### config.mk
export PLATFORM = sky130hd
export DESIGN_NAME = imem_rd_arbiter
export DESIGN_NICKNAME = d
export VERILOG_FILES = /design/src/rtl/common_pkg.sv /design/src/rtl/imem_tag_pipe.sv /design/src/rtl/imem_rd_arbiter.sv
export SDC_FILE = /design/constraint.sdc
export NUM_CORES = 1
export LEC_CHECK = 0
export BUFFER_PORTS_ARGS = -buffer_cell sky130_fd_sc_hd__buf_2
export CELL_PAD_IN_SITES_DETAIL_PLACEMENT = 0
export CELL_PAD_IN_SITES_GLOBAL_PLACEMENT = 1
export CORE_ASPECT_RATIO = 0.7
export CORE_MARGIN = 2
export CORE_UTILIZATION = 39
export CTS_CLUSTER_DIAMETER = 80
export DETAILED_ROUTE_END_ITERATION = 7
export GPL_ROUTABILITY_DRIVEN = 1
export PLACE_DENSITY = 0.95
export SLEW_MARGIN = 25
export SYNTH_ARGS = -nofsm -noshare
export SYNTH_HDL_FRONTEND = slang
export SYNTH_SLANG_ARGS = --single-unit
### constraint.sdc
create_clock -name clk -period 6.8 [get_ports clk]
set_clock_uncertainty 0.05 [all_clocks]
set_input_delay 0.34 -clock clk [delete_from_list [all_inputs] [get_ports clk]]
set_output_delay 0.34 -clock clk [all_outputs]
set_load 0.03 [all_outputs]
### src/rtl/common_pkg.sv
// Shared fetch-path types: instruction words, addresses and the
// tag entries that follow SRAM reads through the arbiter.
package common_pkg;

   localparam int INSTR_L      = 32;
   localparam int INSTR_ADDR_L = 16;

   typedef logic [INSTR_ADDR_L-1:0] instr_addr_t;

   localparam int N_IMEM_REQ  = 4;
   localparam int IMEM_RD_LAT = 2;

   typedef logic [$clog2(N_IMEM_REQ)-1:0] imem_req_id_t;

   typedef struct packed {
      logic         vld;
      imem_req_id_t id;
      logic         kill;
   } imem_tag_t;

endpackage

### src/rtl/imem_tag_pipe.sv
// Tag shift register that travels alongside the SRAM read latency.
// A flush marks every entry of that requester as killed, tail included.
module imem_tag_pipe
   import common_pkg::*;
#(
   parameter int N_REQ  = N_IMEM_REQ,
   parameter int RD_LAT = IMEM_RD_LAT
) (
   input  logic                            clk,
   input  logic                            rst,
   input  logic                            push,
   input  logic [$bits(imem_req_id_t)-1:0] push_id,
   input  logic [N_REQ-1:0]                flush,
   output logic                            tail_vld,
   output logic [$bits(imem_req_id_t)-1:0] tail_id,
   output logic                            tail_kill
);

   function automatic imem_tag_t kill_by_id(imem_tag_t t,
                                            logic [N_REQ-1:0] f);
      imem_tag_t r;
      r      = t;
      r.kill = t.kill | (t.vld & f[t.id]);
      return r;
   endfunction

   imem_tag_t stage [RD_LAT];
   imem_tag_t head;
   imem_tag_t last;

   always_comb begin
      head.vld  = push;
      head.id   = push_id;
      head.kill = push & flush[push_id];
      last      = kill_by_id(stage[RD_LAT-1], flush);
   end

   assign tail_vld  = last.vld;
   assign tail_id   = last.id;
   assign tail_kill = last.kill;

   always_ff @(posedge clk or negedge rst) begin
      if (!rst) begin
         for (int s = 0; s < RD_LAT; s++)
            stage[s] <= '0;
      end else begin
         stage[0] <= head;
         for (int s = 1; s < RD_LAT; s++)
            stage[s] <= kill_by_id(stage[s-1], flush);
      end
   end

endmodule

### src/rtl/imem_rd_arbiter.sv
// Round-robin, burst-limited arbiter sharing one instruction SRAM port.
// Routes fixed-latency read data back to the requester that issued it.
module imem_rd_arbiter
   import common_pkg::*;
#(
   parameter int N_REQ     = N_IMEM_REQ,
   parameter int RD_LAT    = IMEM_RD_LAT,
   parameter int MAX_OUT   = 3,
   parameter int BURST_LEN = 4
) (
   input  logic                                clk,
   input  logic                                rst,
   input  logic [N_REQ-1:0]                    req_vld,
   input  logic [N_REQ-1:0][INSTR_ADDR_L-1:0]  req_addr,
   output logic [N_REQ-1:0]                    req_rdy,
   input  logic [N_REQ-1:0]                    flush,
   output logic [N_REQ-1:0]                    rsp_vld,
   output logic [INSTR_L-1:0]                  rsp_instr,
   output logic                                mem_rd_en,
   output logic [INSTR_ADDR_L-1:0]             mem_rd_addr,
   input  logic [INSTR_L-1:0]                  mem_rd_data
);

   localparam int IDW = $bits(imem_req_id_t);
   localparam int BW  = $clog2(BURST_LEN + 1);

   localparam logic [2:0]    MAX_C   = 3'(MAX_OUT);
   localparam logic [2:0]    CNT_ONE = 3'd1;
   localparam logic [BW-1:0] BURST_C = BW'(BURST_LEN);
   localparam logic [BW-1:0] B_ONE   = BW'(1);
   localparam imem_req_id_t  LAST_ID = imem_req_id_t'(N_REQ - 1);
   localparam imem_req_id_t  ID_ONE  = imem_req_id_t'(1);

   logic [2:0]       out_cnt [N_REQ];
   imem_req_id_t     owner;
   imem_req_id_t     rr_ptr;
   logic [BW-1:0]    burst_cnt;

   logic [N_REQ-1:0] elig;
   logic             keep;
   logic             grant;
   logic             found;
   imem_req_id_t     idx;
   imem_req_id_t     win_id;

   logic             tail_vld;
   logic [IDW-1:0]   tail_id;
   logic             tail_kill;
   logic [N_REQ-1:0] tail_hit;
   logic [N_REQ-1:0] rsp_next;

   // Owner keeps the port while eligible and under the burst limit.
   always_comb begin
      for (int i = 0; i < N_REQ; i++)
         elig[i] = rst & req_vld[i] & ~flush[i]
                 & (out_cnt[i] < MAX_C);
      keep   = (burst_cnt != '0) & elig[owner]
             & (burst_cnt < BURST_C);
      grant  = |elig;
      win_id = owner;
      found  = keep;
      idx    = '0;
      for (int k = 0; k < N_REQ; k++) begin
         idx = imem_req_id_t'((int'(rr_ptr) + k) % N_REQ);
         if (!found && elig[idx]) begin
            win_id = idx;
            found  = 1'b1;
         end
      end
   end

   always_comb begin
      for (int i = 0; i < N_REQ; i++)
         req_rdy[i] = grant & (win_id == imem_req_id_t'(i));
      mem_rd_en   = |(req_vld & req_rdy);
      mem_rd_addr = mem_rd_en ? req_addr[win_id] : '0;
   end

   always_ff @(posedge clk or negedge rst) begin
      if (!rst) begin
         owner     <= '0;
         rr_ptr    <= '0;
         burst_cnt <= '0;
      end else if (grant) begin
         if (keep) begin
            burst_cnt <= burst_cnt + B_ONE;
         end else begin
            owner     <= win_id;
            burst_cnt <= B_ONE;
            rr_ptr    <= (win_id == LAST_ID) ? '0 : win_id + ID_ONE;
         end
      end else begin
         burst_cnt <= '0;
      end
   end

   imem_tag_pipe #(
      .N_REQ  (N_REQ),
      .RD_LAT (RD_LAT)
   ) u_tag_pipe (
      .clk       (clk),
      .rst       (rst),
      .push      (grant),
      .push_id   (win_id),
      .flush     (flush),
      .tail_vld  (tail_vld),
      .tail_id   (tail_id),
      .tail_kill (tail_kill)
   );

   always_comb begin
      for (int i = 0; i < N_REQ; i++)
         tail_hit[i] = tail_vld & (tail_id == imem_req_id_t'(i));
      rsp_next = tail_hit & {N_REQ{~tail_kill}};
   end

   // Killed entries still release their outstanding slot.
   always_ff @(posedge clk or negedge rst) begin
      if (!rst) begin
         for (int i = 0; i < N_REQ; i++)
            out_cnt[i] <= '0;
      end else begin
         for (int i = 0; i < N_REQ; i++) begin
            if (req_rdy[i] && !tail_hit[i])
               out_cnt[i] <= out_cnt[i] + CNT_ONE;
            else if (!req_rdy[i] && tail_hit[i])
               out_cnt[i] <= out_cnt[i] - CNT_ONE;
         end
      end
   end

   always_ff @(posedge clk or negedge rst) begin
      if (!rst) begin
         rsp_vld   <= '0;
         rsp_instr <= '0;
      end else begin
         rsp_vld <= rsp_next;
         if (|rsp_next)
            rsp_instr <= mem_rd_data;
      end
   end

endmodule

==> results.json, run 1 <==
{
  "status": "complete, no violations",
  "clockBufferDepth": 2,
  "syn_inst": 312,
  "hold_viol_final": 0,
  "finalSetupViolCount": 0,
  "reg2reg_slack_ps": 2710,
  "p_leak_nw": 2.42,
  "ir_drop_uv": 105,
  "post_cts_buffers": 0,
  "drive_gt1_share_pct": 48.4,
  "synth_area_leaders": "dfrtp_1, mux2_2, mux2i_1",
  "worst_pin_slew_ps": 977,
  "criticalPathCategory": "in -> out",
  "critPathRequiredTime_ps": 6410,
  "synth_enable_flop_cells": 0,
  "nets": 593,
  "holdPathEnd": "rsp_instr[26]",
  "io_buffers": 162,
  "path_max_fanout": 23,
  "cp-end-kind": "primary output",
  "cts_resized": 0,
  "die_height_um": 85.1,
  "dp_slack_ps": 2500,
  "synth_cell_types": 66,
  "synthMuxAreaShare_pct": 22.2,
  "slew_headroom_pct": 33.4,
  "max_freq_mhz": 211,
  "rsz0062_at_grt": "false",
  "reg2regPathDepth": 13,
  "start_kind": "input port",
  "routed.top_layer": "met4",
  "maxCapViolCount": 0,
  "grt_pass1_wl_mm": 14.9,
  "path_cells": "dlygate4sd3_1, buf_2, and4bb_4, a22oi_1, o22ai_1, a311o_1, mux2i_4, buf_4, mux2i_1, o22ai_1, buf_2",
  "gp_congestion": 0.937,
  "r2r-end": "out_cnt[5]",
  "worstHoldStart": "mem_rd_data[26]",
  "synth-seq-area-share_pct": 43.0,
  "synth_compound_area_share_pct": 12.1,
  "synth_area_leader_cell": "dfrtp_1",
  "slowest_delay_ps": 880,
  "synth_top_family_by_area": "multiplexers",
  "wl_met3_um": 512,
  "wl_per_cell_um": 15.5,
  "slowest_stage": "mux2i_4",
  "cts_buffers": 9,
  "clock_tree.root_cell": "clkbuf_16",
  "wl_met2_mm": 4.35,
  "die_w_um": 120,
  "wl_mm": 9.37,
  "tritoncts": "built",
  "syn2layout_area_growth_pct": 33.3,
  "coreArea_mm2": 0.00911,
  "finalWorstPathRequiredPeriod_ps": 4740,
  "dr.pass1.iters": 4,
  "synth_seq_cells": 63,
  "clk_pin_slew_ps": 50,
  "num_vias": 3132,
  "yosys.area_share.simple_pct": 11.1,
  "tns_ps": 0,
  "yosys.area_share.adder_pct": 4.58,
  "cp.arrival_ps": 4350,
  "wirelength_met1_mm": 4.40,
  "cts_max_level": 3,
  "report.power.total_w": 0.000898,
  "start_util_pct": 40.2,
  "ctsHoldBuffers": 1,
  "pwr_density_cell_mw_per_mm2": 184,
  "drc": 0,
  "drt-initial-drc-count": 186,
  "synth.net_count": 429,
  "design.die.area_mm2": 0.0102,
  "worst_slack_ps": 2060,
  "grt_use_total_pct": 18.6,
  "rr_startpoint": "burst_cnt[0]",
  "antenna_found_initial": 0,
  "grt_pass1_vias": 3068,
  "avgSynthCellArea_um2": 11.7,
  "n_antenna_cell": 0,
  "clock_sink_count": 63,
  "ys.flop_type": "dfrtp_1",
  "async_reset_ff_share_pct": 100,
  "gr-total-overflow": 0,
  "dpl.hpwl_mm": 7.33,
  "yosysTopAreaCellShare_pct": 43.0,
  "clk_latency_ps": 320,
  "holdCritPathClass": "in -> reg",
  "fin_crit_sh_pct": 69.7,
  "yosysWarningCount": 0,
  "vias_per_cell": 5.18,
  "slew_viol_final": 0,
  "pin_count": 163,
  "whs_path_depth": 2,
  "synthXorXnorAreaFrac_pct": 3.11,
  "synthesis.area_mm2": 0.00366,
  "fp-row-count": 29,
  "ant_nets": 0,
  "grt_max_degree": 56
}
==> state kept, by name (all words and copies together) (netlist names) <==
signal	count
rr_ptr	2
rsp_instr	32
burst_cnt	3
out_cnt	12
u_tag_pipe.tail_vld	1
u_tag_pipe.stage	5
rsp_vld	4
u_tag_pipe.tail_id	2
owner	2
==> worst max-delay path by stage <==
stage | startpoint | to | slack, ps | cells past startpoint
final | rst | mem_rd_addr[4] | 2060 | 11
after global routing | rst | mem_rd_addr[6] | 1760 | 11
after CTS | rst | mem_rd_addr[4] | 2030 | 11
after detailed placement | rst | out_cnt[5] | 2500 | 13
after global placement | rst | out_cnt[5] | 2610 | 13
after floorplan | out_cnt[8] | out_cnt[8] | 3100 | 15
==> per-stage QoR <==
stage | util (%) | cells | hold WS [ps] | area (µm²)
2_1_floorplan | - | 312 | -5.59 | 3660
3_3_place_gp | 50.3 | 588 | 204 | 4580
3_5_place_dp | 50.3 | 588 | 211 | 4580
4_1_cts | 53.6 | 605 | 180 | 4880
5_1_grt | 53.6 | 605 | 184 | 4880
6_report | 53.6 | 605 | 197 | 4880
==> layout by cell type (no fill, tap or decap), types with 4 or more instances in the layout <==
cell type and count:
xnor2_1 5, mux2_2 37, xor2_1 8, nand2_1 20
a21oi_1 9, fa_1 4, o21ai_0 4, dfrtp_1 63
buf_2 162, inv_1 10, o22ai_1 17, ha_1 7
nor2_1 10, clkbuf_16 9, mux2i_1 34, and2_1 5
==> Yosys cell counts, types with 3 or more instances <==
| cell type | n |
|---|---|
| a21boi_0 | 3 |
| and3_1 | 3 |
| inv_1 | 10 |
| a22oi_1 | 3 |
| o22ai_1 | 17 |
| xnor2_1 | 5 |
| nand2_1 | 20 |
| o21ai_0 | 4 |
| nand4bb_1 | 3 |
| buf_1 | 3 |
| and2_1 | 5 |
| mux2i_1 | 35 |
| mux2_2 | 37 |
| buf_6 | 5 |
| xor2_1 | 8 |
| nor2_1 | 10 |
| ha_1 | 7 |
| fa_1 | 4 |
| a21oi_1 | 9 |
| dfrtp_1 | 63 |
==> power by group <==
part	internal [W]	leakage, nW	switching [W]	total [W]
clock network	0.000285	0.143	0.000164	0.000449
registers	0.000377	0.794	0.00000171	0.000379
logic	0.0000382	1.48	0.0000320	0.0000701
total	0.000700	2.42	0.000197	0.000898
==> worst max-delay path: cells and delay by family <==
kind,cells,cell delay (ps)
AOI/OAI and AO/OA,4,1050
buffers and inverters,4,1440
muxes,2,1130
and+or+nand+nor,1,350
==> layer usage <==
metal  up-vias  global-route usage [%]
met5         -                       0
met2       117                    28.7
li1       1498                       -
met1      1506                    25.5
met4         0                    4.92
met3        11                    5.65
==> final cells by class <==
| class | instances | area (µm²) |
|---|---|---|
| Clock inverter | 6 | 68.8 |
| Timing Repair Buffer | 166 | 843 |
| Fill cell | 798 | 4220 |
| Multi-Input combinational cell | 225 | 1970 |
| Clock buffer | 10 | 229 |
| Sequential cell | 63 | 1580 |
| Tap cell | 124 | 155 |
| Inverter | 11 | 46.3 |
==> cell families (layout without fill, tap and decap cells) <==
group                      Yosys count  count (layout)
AOI/OAI and AO/OA                   61              61
xor gates and xnor gates            13              13
adders and majority gates           11              11
buffers and inverters               24             193
DFF                                 63              63
muxes                               74              74
other                                1               1
and+or+nand+nor                     65              65
(Power assumes the default switching activity.)
==> inputs of run 2 (changes only) <==
--- a/config.mk
+++ b/config.mk
@@ -10,11 +10,11 @@
 export CELL_PAD_IN_SITES_GLOBAL_PLACEMENT = 1
 export CORE_ASPECT_RATIO = 0.7
 export CORE_MARGIN = 2
-export CORE_UTILIZATION = 39
+export CORE_UTILIZATION = 36
 export CTS_CLUSTER_DIAMETER = 80
 export DETAILED_ROUTE_END_ITERATION = 7
 export GPL_ROUTABILITY_DRIVEN = 1
-export PLACE_DENSITY = 0.95
+export PLACE_DENSITY = 0.9
 export SLEW_MARGIN = 25
 export SYNTH_ARGS = -nofsm -noshare
 export SYNTH_HDL_FRONTEND = slang
==> constraint.sdc (replaced) <==
create_clock -name clk -period 4.8 [get_ports clk]
set_clock_uncertainty 0.05 [all_clocks]
set_input_delay 0.24 -clock clk [delete_from_list [all_inputs] [get_ports clk]]
set_output_delay 0.24 -clock clk [all_outputs]
set_load 0.03 [all_outputs]
==> results.json, run 2 (synthesis gave the netlist of run 1 again) <==
{
  "status": "complete, no violations",
  "gp_congestion": 0.962,
  "drt-initial-drc-count": 205,
  "antenna_found_initial": 0,
  "design.die.area_mm2": 0.0110,
  "tns_ps": 0,
  "fin_crit_sh_pct": 92.8,
  "cts_buffers": 9,
  "regMostFlops": "rsp_instr",
  "maxCapViolCount": 0,
  "pwr_density_cell_mw_per_mm2": 260,
  "path_max_fanout": 33,
  "n_antenna_cell": 0,
  "layout_common_cells": "buf_2, dfrtp_1, mux2_2",
  "slew_headroom_pct": 58.6,
  "hold_viol_final": 0,
  "worst_pin_slew_ps": 614,
  "grt_use_total_pct": 18.0,
  "nets": 594,
  "finalWorstPathRequiredPeriod_ps": 4450,
  "gr-total-overflow": 0,
  "critPathRequiredTime_ps": 4510,
  "slowest_stage": "dlygate4sd3_1",
  "grt_max_degree": 37,
  "drc": 0,
  "clockBufferDepth": 2,
  "reg.largest.list": "rsp_instr x32, out_cnt x12, u_tag_pipe.stage x5",
  "utilization_pct": 49.9,
  "start_kind": "input port",
  "wl_per_cell_um": 16.3,
  "finalSetupViolCount": 0,
  "multi_input_area_mm2": 0.00197,
  "rsz0062_at_grt": "false",
  "criticalPathCategory": "in -> out",
  "drive_gt1_share_pct": 48.5,
  "vias_per_cell": 5.29,
  "ir_drop_uv": 137,
  "coreArea_mm2": 0.00980,
  "dpl.hpwl_mm": 7.60,
  "critPathBufInv": 4,
  "start_util_pct": 37.4,
  "slew_viol_final": 0,
  "p_leak_nw": 2.42,
  "hold_slack_ps": 88.7,
  "dpl.cell_count": 593,
  "stdcell_count": 608,
  "largest_reg_flops": 32,
  "io_buffers": 162,
  "grt_pass1_wl_mm": 15.5,
  "syn2layout_area_growth_pct": 33.4,
  "final_common_cell": "buf_2",
  "ant_nets": 0,
  "holdCritPathClass": "in -> reg",
  "slowest_delay_ps": 520,
  "critPathTopFamily": "buffers and inverters",
  "grt_pass1_vias": 3096,
  "cp.arrival_ps": 4160,
  "tritoncts": "built",
  "clock_tree.root_cell": "clkbuf_16",
  "path_cells": "dlygate4sd3_1, buf_2, and4bb_4, a22oi_1, o22ai_1, a311o_1, mux2i_4, buf_4, mux2i_1, o22ai_1, buf_2",
  "pin_count": 163,
  "num_vias": 3216,
  "die_w_um": 125,
  "clk_pin_slew_ps": 50,
  "dr.pass1.iters": 4,
  "cp-end-kind": "primary output",
  "regArea_mm2": 0.00158,
  "max_freq_mhz": 225,
  "fp-row-count": 30,
  "clk_latency_ps": 330,
  "clock_sink_count": 63,
  "fill_cells": 884,
  "cts_max_level": 3,
  "wl_mm": 9.90,
  "report.power.total_w": 0.00127,
  "die_height_um": 88.4
}
run 2: cell count changes in the layout (fill, tap and decap cells not counted):
cell / previous run / this run
clkbuf_1: 1 / 0
inv_6: 1 / 0
clkbuf_8: 0 / 1
clkinv_4: 3 / 1
clkinv_2: 1 / 2
buf_4: 3 / 4
run 2: path summary, 6_finish.rpt:
check,cells past startpoint,startpoint,end,slack (ps)
max,11,rst,mem_rd_addr[0],350
min,2,mem_rd_data[22],rsp_instr[22],90
min in group asynchronous,2,rst,rr_ptr[1],380
max in group asynchronous,3,rst,rsp_instr[4],3580
min reg2reg,0,u_tag_pipe.stage[7],u_tag_pipe.tail_vld,330
max reg2reg,15,rr_ptr[0],out_cnt[8],1020
run 2: worst reg2reg max path, cell delays in order (launching register included):
cell	delay, ps
dfrtp_1	560
inv_1	230
nand2_1	200
o32a_1	250
o311ai_0	180
or4_1	440
and3_1	270
clkinv_4	100
nand2_1	60
nor2_1	200
ha_1	240
inv_1	60
fa_1	370
xor2_1	160
nor2_1	150
xor2_1	180
run 2: layer usage:
metal  global-route usage [%]  vias up  part of all wire, %
li1                         -     1497                    -
met1                     25.1     1577                   46
met2                     26.2      131                   44
met3                     7.19       11                  8.6
met4                     4.49        0                  1.1
met5                        0        -                    0
run 2: what timing repair did:
action,CTS,global route
buffers inserted,0,0
endpoints found under the hold margin,15,0
hold buffers,1,0
resized for setup,0,0
run 2: per-stage QoR:
step                      setup WS, ps  cell area [µm²]
after detailed placement           826             4590
final                              346             4890
after floorplan                   1100             3660
after CTS                          381             4890
after global routing               144             4890
after global placement             877             4590
run 2: where the power goes:
part	switching, W	leakage [nW]	internal, W	total (W)
Clock	0.000225	0.140	0.000407	0.000632
Sequential	0.00000265	0.794	0.000534	0.000537
Combinational	0.0000464	1.49	0.0000544	0.000101
run 2: cell type report:
cell class / count / area share, %
Multi-Input combinational cell: 225 / 40.2
Sequential cell: 63 / 32.3
Timing Repair Buffer: 167 / 17.4
Clock buffer: 10 / 4.89
Tap cell: 128 / 3.28
Clock inverter: 4 / 0.973
Inverter: 11 / 0.948
==> inputs of run 3 (changes only) <==
--- a/config.mk
+++ b/config.mk
@@ -10,11 +10,11 @@
 export CELL_PAD_IN_SITES_GLOBAL_PLACEMENT = 1
 export CORE_ASPECT_RATIO = 0.7
 export CORE_MARGIN = 2
-export CORE_UTILIZATION = 36
+export CORE_UTILIZATION = 39
 export CTS_CLUSTER_DIAMETER = 80
 export DETAILED_ROUTE_END_ITERATION = 7
 export GPL_ROUTABILITY_DRIVEN = 1
-export PLACE_DENSITY = 0.9
+export PLACE_DENSITY = 0.95
 export SLEW_MARGIN = 25
 export SYNTH_ARGS = -nofsm -noshare
 export SYNTH_HDL_FRONTEND = slang
==> constraint.sdc (replaced) <==
create_clock -name clk -period 5.3 [get_ports clk]
set_clock_uncertainty 0.05 [all_clocks]
set_input_delay 0.265 -clock clk [delete_from_list [all_inputs] [get_ports clk]]
set_output_delay 0.265 -clock clk [all_outputs]
set_load 0.03 [all_outputs]
==> results.json, run 3 (synthesis gave the netlist of run 1 again) <==
{
  "status": "complete, no violations",
  "n_antenna_cell": 0,
  "slowest_delay_ps": 520,
  "tritoncts": "built",
  "path_cells": "dlygate4sd3_1, buf_2, nand4bb_1, o211ai_1, o32a_1, o311ai_0, or4_1, and3_1, inv_1, ha_1, a221o_1, nand3_4, o22ai_1, buf_2",
  "coreArea_mm2": 0.00911,
  "io_buffers": 162,
  "dpl.cell_count": 590,
  "max_freq_mhz": 225,
  "use_met1_pct": 26.4,
  "reg2reg_slack_ps": 1410,
  "crit_top_cell": "buf_2",
  "grt_pass1_wl_mm": 15.4,
  "grt_max_degree": 37,
  "r2r-end": "out_cnt[11]",
  "worstHoldStart": "mem_rd_data[21]",
  "gp_congestion": 0.857,
  "die_height_um": 85.1,
  "ant_nets": 0,
  "die_w_um": 120,
  "drive_gt1_share_pct": 48.7,
  "reg2regPathDepth": 14,
  "clock_sink_count": 63,
  "vias_per_cell": 5.19,
  "pin_count": 163,
  "largest_reg_flops": 32,
  "design.die.area_mm2": 0.0102,
  "fin_crit_sh_pct": 83.9,
  "wl_mm": 9.60,
  "slowest_stage": "dlygate4sd3_1",
  "ir_drop_uv": 169,
  "rr_startpoint": "out_cnt[5]",
  "critPathRequiredTime_ps": 4990,
  "grt.busiest_layer": "met2",
  "drt-initial-drc-count": 256,
  "final_common_cell": "buf_2",
  "post_cts_buffers": 0,
  "start_util_pct": 40.2,
  "whs_path_depth": 2,
  "path_max_fanout": 21,
  "clock_tree.root_cell": "clkbuf_16",
  "finalSetupViolCount": 0,
  "cts_max_level": 3,
  "grtUsageMet3_pct": 6.59,
  "pwr_density_cell_mw_per_mm2": 261,
  "grt_pass1_vias": 3109,
  "cts_buffers": 9,
  "stdcell_count": 607,
  "p_leak_nw": 2.47,
  "cp-end-kind": "primary output",
  "rsz0062_at_grt": "false",
  "worst_pin_slew_ps": 563,
  "finalWorstPathRequiredPeriod_ps": 4440,
  "cts_resized": 0,
  "grt_use_total_pct": 19.2,
  "clockBufferDepth": 2,
  "cp.arrival_ps": 4130,
  "use_met2_pct": 30.1,
  "stdcell_area_mm2": 0.00497,
  "syn2layout_area_growth_pct": 35.8,
  "hold_viol_final": 0,
  "dr.pass1.iters": 5,
  "clk_latency_ps": 330,
  "clk_pin_slew_ps": 50,
  "fp-row-count": 29,
  "dpl.hpwl_mm": 7.48,
  "slew_viol_final": 0,
  "antenna_found_initial": 0,
  "gr-total-overflow": 0,
  "placed_area_mm2": 0.00459,
  "criticalPathCategory": "in -> out",
  "num_vias": 3153,
  "layout_common_cells": "buf_2, dfrtp_1, mux2_2",
  "tns_ps": 0,
  "regMostFlops": "rsp_instr",
  "drc": 0,
  "holdCritPathClass": "in -> reg",
  "wl_per_cell_um": 15.8,
  "slew_headroom_pct": 62.1,
  "start_kind": "input port",
  "maxCapViolCount": 0,
  "reg.largest.list": "rsp_instr x32, out_cnt x12, u_tag_pipe.stage x5",
  "nets": 595,
  "holdPathEnd": "rsp_instr[21]"
}
[run 3: changes by cell type in the layout (fill, tap and decap cells not counted)]
| cell | previous run | this run |
|---|---|---|
| clkinv_2 | 2 | 0 |
| clkbuf_1 | 0 | 1 |
| clkinvlp_4 | 1 | 0 |
| bufinv_16 | 1 | 4 |
| clkinv_4 | 1 | 2 |
| buf_4 | 4 | 5 |
[run 3: layout make-up]
class	instances	area (µm²)
Clock inverter	5	129
Timing Repair Buffer	168	858
Clock buffer	11	243
Fill cell	834	4130
Sequential cell	63	1580
Inverter	11	46.3
Tap cell	124	155
Multi-Input combinational cell	225	1970
[run 3: how the worst max path moves through the flow]
stage	from	end	slack [ps]	cells after the start
CTS	rst	mem_rd_addr[1]	890	14
global placement	rst	out_cnt[2]	1440	16
floorplan	out_cnt[8]	out_cnt[8]	1600	15
detailed placement	rst	out_cnt[11]	1270	15
finish	rst	mem_rd_addr[1]	860	14
global route	rst	mem_rd_addr[1]	560	14
[run 3: power by group]
part / switching (W) / internal, W
logic: 0.0000410 / 0.0000497
clock network: 0.000200 / 0.000520
registers: 0.00000206 / 0.000484
total: 0.000244 / 0.00105
[run 3: critical path: cells and delay by family]
| family | cells | cell delay (ps) |
|---|---|---|
| AND/OR/NAND/NOR | 4 | 1180 |
| buffers and inverters | 4 | 1260 |
| adder cells (fa/ha/maj) | 1 | 180 |
| AO/OA/AOI/OAI | 5 | 1230 |
[run 3: timing repair]
item                                   CTS  global route
endpoints found under the hold margin   12             0
setup endpoints to repair                0             0
hold buffers                             1             0
[run 3: stage by stage]
step                      util [%]  power [W]  hold WS [ps]  setup slack [ps]
after floorplan                  -   0.000530         -80.6              1600
after global placement        50.4   0.000582           170              1440
after detailed placement      50.4   0.000585           181              1270
after CTS                     54.6    0.00131           105               886
after global routing          54.6    0.00135           104               560
final                         54.6    0.00130           116               856
[run 3: per-layer routing]
metal	up-vias	share of wire, %
met1	1564	47
li1	1497	-
met4	0	0.61
met5	-	0
met2	84	48
met3	8	4.9
